**src/rtl/interval_timer_pkg.sv**
```systemverilog
// Shared register map, CTRL bit positions and reset reload value for interval_timer.
package interval_timer_pkg;

  localparam logic [1:0] TMR_CTRL = 2'd0;
  localparam logic [1:0] TMR_LO   = 2'd1;
  localparam logic [1:0] TMR_HI   = 2'd2;
  localparam logic [1:0] TMR_STAT = 2'd3;

  localparam int CTRL_EN      = 0;
  localparam int CTRL_IRQ_EN  = 1;
  localparam int CTRL_ONESHOT = 2;

  // 625 ticks of the 625 kHz strobe = 1 ms system tick
  localparam int RELOAD_RST_DEF = 624;

endpackage

```
**src/rtl/interval_timer_edge_pulse.sv**
```systemverilog
// One-flop rising-edge detector: pulse is high for the single cycle where din is
// first seen high.
module edge_pulse (
  input  logic clk,
  input  logic rst_n,
  input  logic din,
  output logic pulse
);

  logic prev;

  always_ff @(posedge clk or negedge rst_n) begin
    if (!rst_n) prev <= 1'b0;
    else        prev <= din;
  end

  assign pulse = din & ~prev;

endmodule

```
**src/rtl/interval_timer.sv**
```systemverilog
// Programmable periodic/one-shot interval timer on the Z80 I/O bus, counting
// tim_clk rising edges as an enable in the clock_in domain.
module interval_timer
  import interval_timer_pkg::*;
#(
  parameter int COUNT_W    = 16,
  parameter int RELOAD_RST = RELOAD_RST_DEF
) (
  input  logic       clock_in,
  input  logic       reset_n,
  input  logic       tim_clk,
  input  logic       cs,
  input  logic       wr,
  input  logic       rd,
  input  logic [1:0] addr,
  input  logic [7:0] data_in,
  output logic [7:0] data_out,
  output logic       int_n
);

  if (COUNT_W < 9 || COUNT_W > 16) begin : g_bad_width
    $error("interval_timer: COUNT_W must be 9..16");
  end

  logic tick, wr_stb, rd_stb;

  edge_pulse u_tick (.clk(clock_in), .rst_n(reset_n), .din(tim_clk),   .pulse(tick));
  edge_pulse u_wr   (.clk(clock_in), .rst_n(reset_n), .din(cs & wr),   .pulse(wr_stb));
  edge_pulse u_rd   (.clk(clock_in), .rst_n(reset_n), .din(cs & rd),   .pulse(rd_stb));

  logic               en, irq_en, oneshot, flag;
  logic [COUNT_W-1:0] count, reload;
  logic [7:0]         hi_shadow;
  logic [15:0]        cnt16;

  logic wr_ctrl, wr_lo, wr_hi, wr_stat, run_tick, expire;

  assign cnt16   = 16'(count);
  assign wr_ctrl = wr_stb && (addr == TMR_CTRL);
  assign wr_lo   = wr_stb && (addr == TMR_LO);
  assign wr_hi   = wr_stb && (addr == TMR_HI);
  assign wr_stat = wr_stb && (addr == TMR_STAT);

  // A CTRL write that clears EN beats a coincident tick
  assign run_tick = en && tick && !(wr_ctrl && !data_in[CTRL_EN]);
  assign expire   = run_tick && (count == '0);

  always_ff @(posedge clock_in or negedge reset_n) begin
    if (!reset_n) begin
      en      <= 1'b0;
      irq_en  <= 1'b0;
      oneshot <= 1'b0;
      count   <= '0;
      reload  <= COUNT_W'(RELOAD_RST);
    end else begin
      if (wr_lo) reload[7:0]         <= data_in;
      if (wr_hi) reload[COUNT_W-1:8] <= data_in[COUNT_W-9:0];
      if (wr_ctrl) begin
        en      <= data_in[CTRL_EN];
        irq_en  <= data_in[CTRL_IRQ_EN];
        oneshot <= data_in[CTRL_ONESHOT];
        if (data_in[CTRL_EN] && !en) count <= reload;
      end
      if (run_tick) begin
        if (count != '0)  count <= count - COUNT_W'(1);
        else if (oneshot) en    <= 1'b0;
        else              count <= reload;
      end
    end
  end

  // Expiry has priority over a coincident STATUS clear
  always_ff @(posedge clock_in or negedge reset_n) begin
    if (!reset_n) begin
      flag  <= 1'b0;
      int_n <= 1'b1;
    end else begin
      if (expire)                     flag <= 1'b1;
      else if (wr_stat && data_in[0]) flag <= 1'b0;
      int_n <= ~(flag & irq_en);
    end
  end

  always_ff @(posedge clock_in or negedge reset_n) begin
    if (!reset_n) begin
      data_out  <= 8'h00;
      hi_shadow <= 8'h00;
    end else if (rd_stb) begin
      unique case (addr)
        TMR_CTRL: data_out <= {5'b0, oneshot, irq_en, en};
        TMR_LO: begin
          data_out  <= cnt16[7:0];
          hi_shadow <= cnt16[15:8];
        end
        TMR_HI:   data_out <= hi_shadow;
        default:  data_out <= {6'b0, en, flag};
      endcase
    end
  end

endmodule
```
**config.mk**
```make
export PLATFORM = sky130hd
export DESIGN_NAME = interval_timer
export DESIGN_NICKNAME = d
export VERILOG_FILES = /design/src/rtl/interval_timer_pkg.sv /design/src/rtl/interval_timer_edge_pulse.sv /design/src/rtl/interval_timer.sv
export SDC_FILE = /design/constraint.sdc
export NUM_CORES = 1
export LEC_CHECK = 0
export CAP_MARGIN = 0
export CORE_ASPECT_RATIO = 2
export CORE_MARGIN = 2
export CORE_UTILIZATION = 58
export DETAILED_ROUTE_END_ITERATION = 16
export GPL_TIMING_DRIVEN = 0
export PLACE_DENSITY = 0.8
export SKIP_LAST_GASP = 1
export SYNTH_ARGS = -nofsm -noshare
export SYNTH_HDL_FRONTEND = slang
export SYNTH_SLANG_ARGS = --single-unit
```
**constraint.sdc**
```tcl
create_clock -name clock_in -period 3.7 [get_ports clock_in]
set_input_delay 0.74 -clock clock_in [delete_from_list [all_inputs] [get_ports clock_in]]
set_output_delay 0.74 -clock clock_in [all_outputs]
set_load 0.05 [all_outputs]
```
==> flow_summary.json <==
{
  "status": "finished clean",
  "drtIter0Drc": 79,
  "fin_tns_setup_ns": 0,
  "rows": 35,
  "fmax_ghz": 0.310,
  "grt_overflow": 0,
  "critical_path_arrival_ns": 3.47,
  "synth.area.top_cells": "dfrtp_1, mux2_2, dfstp_2, nand2_1, o21ai_0",
  "drc": 0,
  "p_leak_nw": 1.33,
  "max_stage_delay_ns": 1.10,
  "postRouteAntennaNets": 0,
  "cp_data_required_time_ns": 3.95,
  "seq_area_frac_synth": 0.500,
  "n_antenna_cell": 0,
  "skew_ns": 0.00717,
  "synth_top_area_share": 0.454,
  "hold_violations": 0,
  "power_frac_clock": 0.170,
  "cts_setup_buffers": 0,
  "p_total_mw": 1.99,
  "drive_gt1_frac": 0.199,
  "vias": 2126,
  "start_util": 0.606,
  "port_buffers": 23,
  "ys_top_cells_by_count": "dfrtp_1, mux2_2, nand2_1",
  "core_region_area_um2": 4640,
  "cap_violations": 0,
  "cts_tree": "done",
  "timing.rr.start": "cnt16[0]$_DFF_PN0_",
  "worst_slack_ns": 0.479,
  "worst-slew-pin-transition_ns": 1.21,
  "fin_nets": 303,
  "crit_path_cell_trace": "clkdlybuf4s50_1, o41ai_1, clkbuf_1, nand2_1, o21ai_0, a221o_1",
  "synth_seq_cells": 56,
  "grtUsageTotal": 0.272,
  "yosysWarningCount": 0,
  "cts_root_buffer": "clkbuf_8",
  "finalSetupViolCount": 0,
  "synth_top_area_cell": "dfrtp_1",
  "grt_pass1_wl_um": 10800,
  "path_max_fanout": 10,
  "hp-class": "primary input to asynchronous set/reset pin",
  "synth_cells": 254,
  "synth-main-ff-cell": "dfrtp_1",
  "slowest_stage": "o41ai_1",
  "synth_edf_count": 0,
  "path_delay_family": "compound AO/OA/AOI/OAI gates",
  "area_delta_synth_final_pct": 14.5,
  "power.internal_mw": 1.26,
  "clkTransAtPathRegs_ns": 0.10,
  "vias_per_cell": 6.23,
  "p_per_area_nw_per_um2": 617,
  "pre_cts_slack_ns": 0.248,
  "ys_types": 51,
  "crit_start": "data_in[0]",
  "place.gp.congestion": 0.896,
  "postLayoutCellArea_um2": 3220,
  "die_area_um2": 5460,
  "slew_viol_final": 0,
  "cp.buffers_inverters": 2,
  "cts-hold-fix-buffers": 0,
  "seq_area_um2": 1410,
  "p_switching_uw": 726,
  "dpl.hpwl_um": 4930,
  "cts_max_path_buffers": 2,
  "grt_pass1_vias": 2232,
  "rsz0062_at_grt": "no",
  "swShare": 0.366,
  "synth_most_common_cell": "dfrtp_1",
  "insertion_delay_ns": 0.31,
  "grt_max_degree": 35,
  "fp.dieH_um": 103,
  "crit_path_start_kind": "primary input",
  "wl_per_cell_um": 19.0,
  "placed_area_um2": 3130,
  "path_class": "primary input to register",
  "post-route-min-period_ns": 3.22,
  "totalWireLength_um": 6470,
  "ios": 25,
  "cts_htree_levels": 2,
  "multiInputGateArea_um2": 1320,
  "syn_nets": 272,
  "fillers": 406,
  "synth-async-reset-ratio": 1.00,
  "synth_area_um2": 2810,
  "vdd_ir_drop_max_mv": 0.395,
  "numCtsBuffers": 5,
  "power_frac_seq": 0.493,
  "clkSinkCount": 56,
  "grt_antenna_before_repair": 0,
  "combPwrFrac": 0.336,
  "die_w_um": 53.3,
  "crit_path_end_kind": "register",
  "dr.pass1.iters": 6,
  "post-route-period-util": 0.870,
  "slew_headroom": 0.181,
  "syn_area_per_cell_um2": 11.1,
  "cts_resized": 0
}
[layout make-up]
class / instances / share of cell area
buffer: 13 / 0.0233
clock buffer: 6 / 0.0256
clock inverter: 2 / 0.00311
inverter: 4 / 0.00466
multi-input combinational: 181 / 0.409
sequential: 56 / 0.437
tap: 55 / 0.0214
timing repair buffer: 24 / 0.0761
[kinds of logic after synthesis]
logic type,count (synthesis),synth area share
and+or+nand+nor,82,0.155
AOI/OAI and AO/OA,59,0.148
DFF,56,0.500
muxes,36,0.150
buffers and inverters,17,0.0320
xor gates and xnor gates,2,0.00623
adders and majority gates,2,0.00889
[routing by layer]
layer / vias to the layer above / share of wire / global-route usage / routed length [um]
met4: 0 / 0.024 / 0.144 / 155
met1: 1046 / 0.38 / 0.303 / 2450
met3: 13 / 0.029 / 0.0246 / 189
met2: 57 / 0.57 / 0.489 / 3680
li1: 1010 / - / - / -
met5: - / 0 / 0 / 0
[cell usage in the layout (no fill, tap or decap), types with 3 or more instances in the layout]
master,count
and2_1,4
nor2_1,14
nor3_1,8
buf_6,3
clkdlybuf4s50_1,22
nor3b_1,4
a22oi_1,6
mux2_2,29
nand2_1,24
a221o_1,4
nor4_1,5
a21oi_1,11
mux2i_1,5
inv_1,4
dfstp_2,5
clkbuf_1,9
or3_1,4
dfrtp_1,51
o21ai_0,17
clkbuf_8,6
o211ai_1,4
[registers in the layout, indices dropped and copies added, names as in the netlist, 8 cells and up]
name	count
data_out	8
reload	16
hi_shadow	8
cnt16	16
[power groups by stage]
stage                     Clock (mW)  Combinational [mW]  Sequential (mW)
final                          0.339               0.668            0.980
after detailed placement           0               0.664            0.987
after global placement             0               0.644            0.979
after CTS                      0.349               0.666            0.975
after global routing           0.372               0.729             1.00
after floorplan                    0               0.407             1.01
[per-stage QoR]
step	utilization	hold slack, ns	instances
floorplan	-	0.381	254
global placement	0.671	0.426	332
detailed placement	0.674	0.442	333
CTS	0.694	0.406	341
global route	0.694	0.428	341
finish	0.694	0.399	341
[worst register-to-register path, stage by stage (launching register included)]
cell      delay, ns
dfrtp_1        0.46
inv_1          0.11
ha_1           0.18
or4b_1         0.47
nor4_1         0.43
clkbuf_1       0.50
nand2_1        0.22
nand2_1        0.17
a22oi_1        0.11
[final timing paths]
path / to / slack [ns] / cells past startpoint
min in group clock_in: int_n$_DFF_PN1_ / 0.45 / 1
max in group asynchronous: reload[6]$_DFFE_PN1P_ / 2.66 / 2
setup reg to reg: cnt16[7]$_DFF_PN0_ / 0.94 / 8
setup / recovery: cnt16[4]$_DFF_PN0_ / 0.48 / 6
hold reg to reg: int_n$_DFF_PN1_ / 0.45 / 1
hold / removal: en$_DFF_PN0_ / 0.40 / 1
Power figures use the tool's default switching activity.
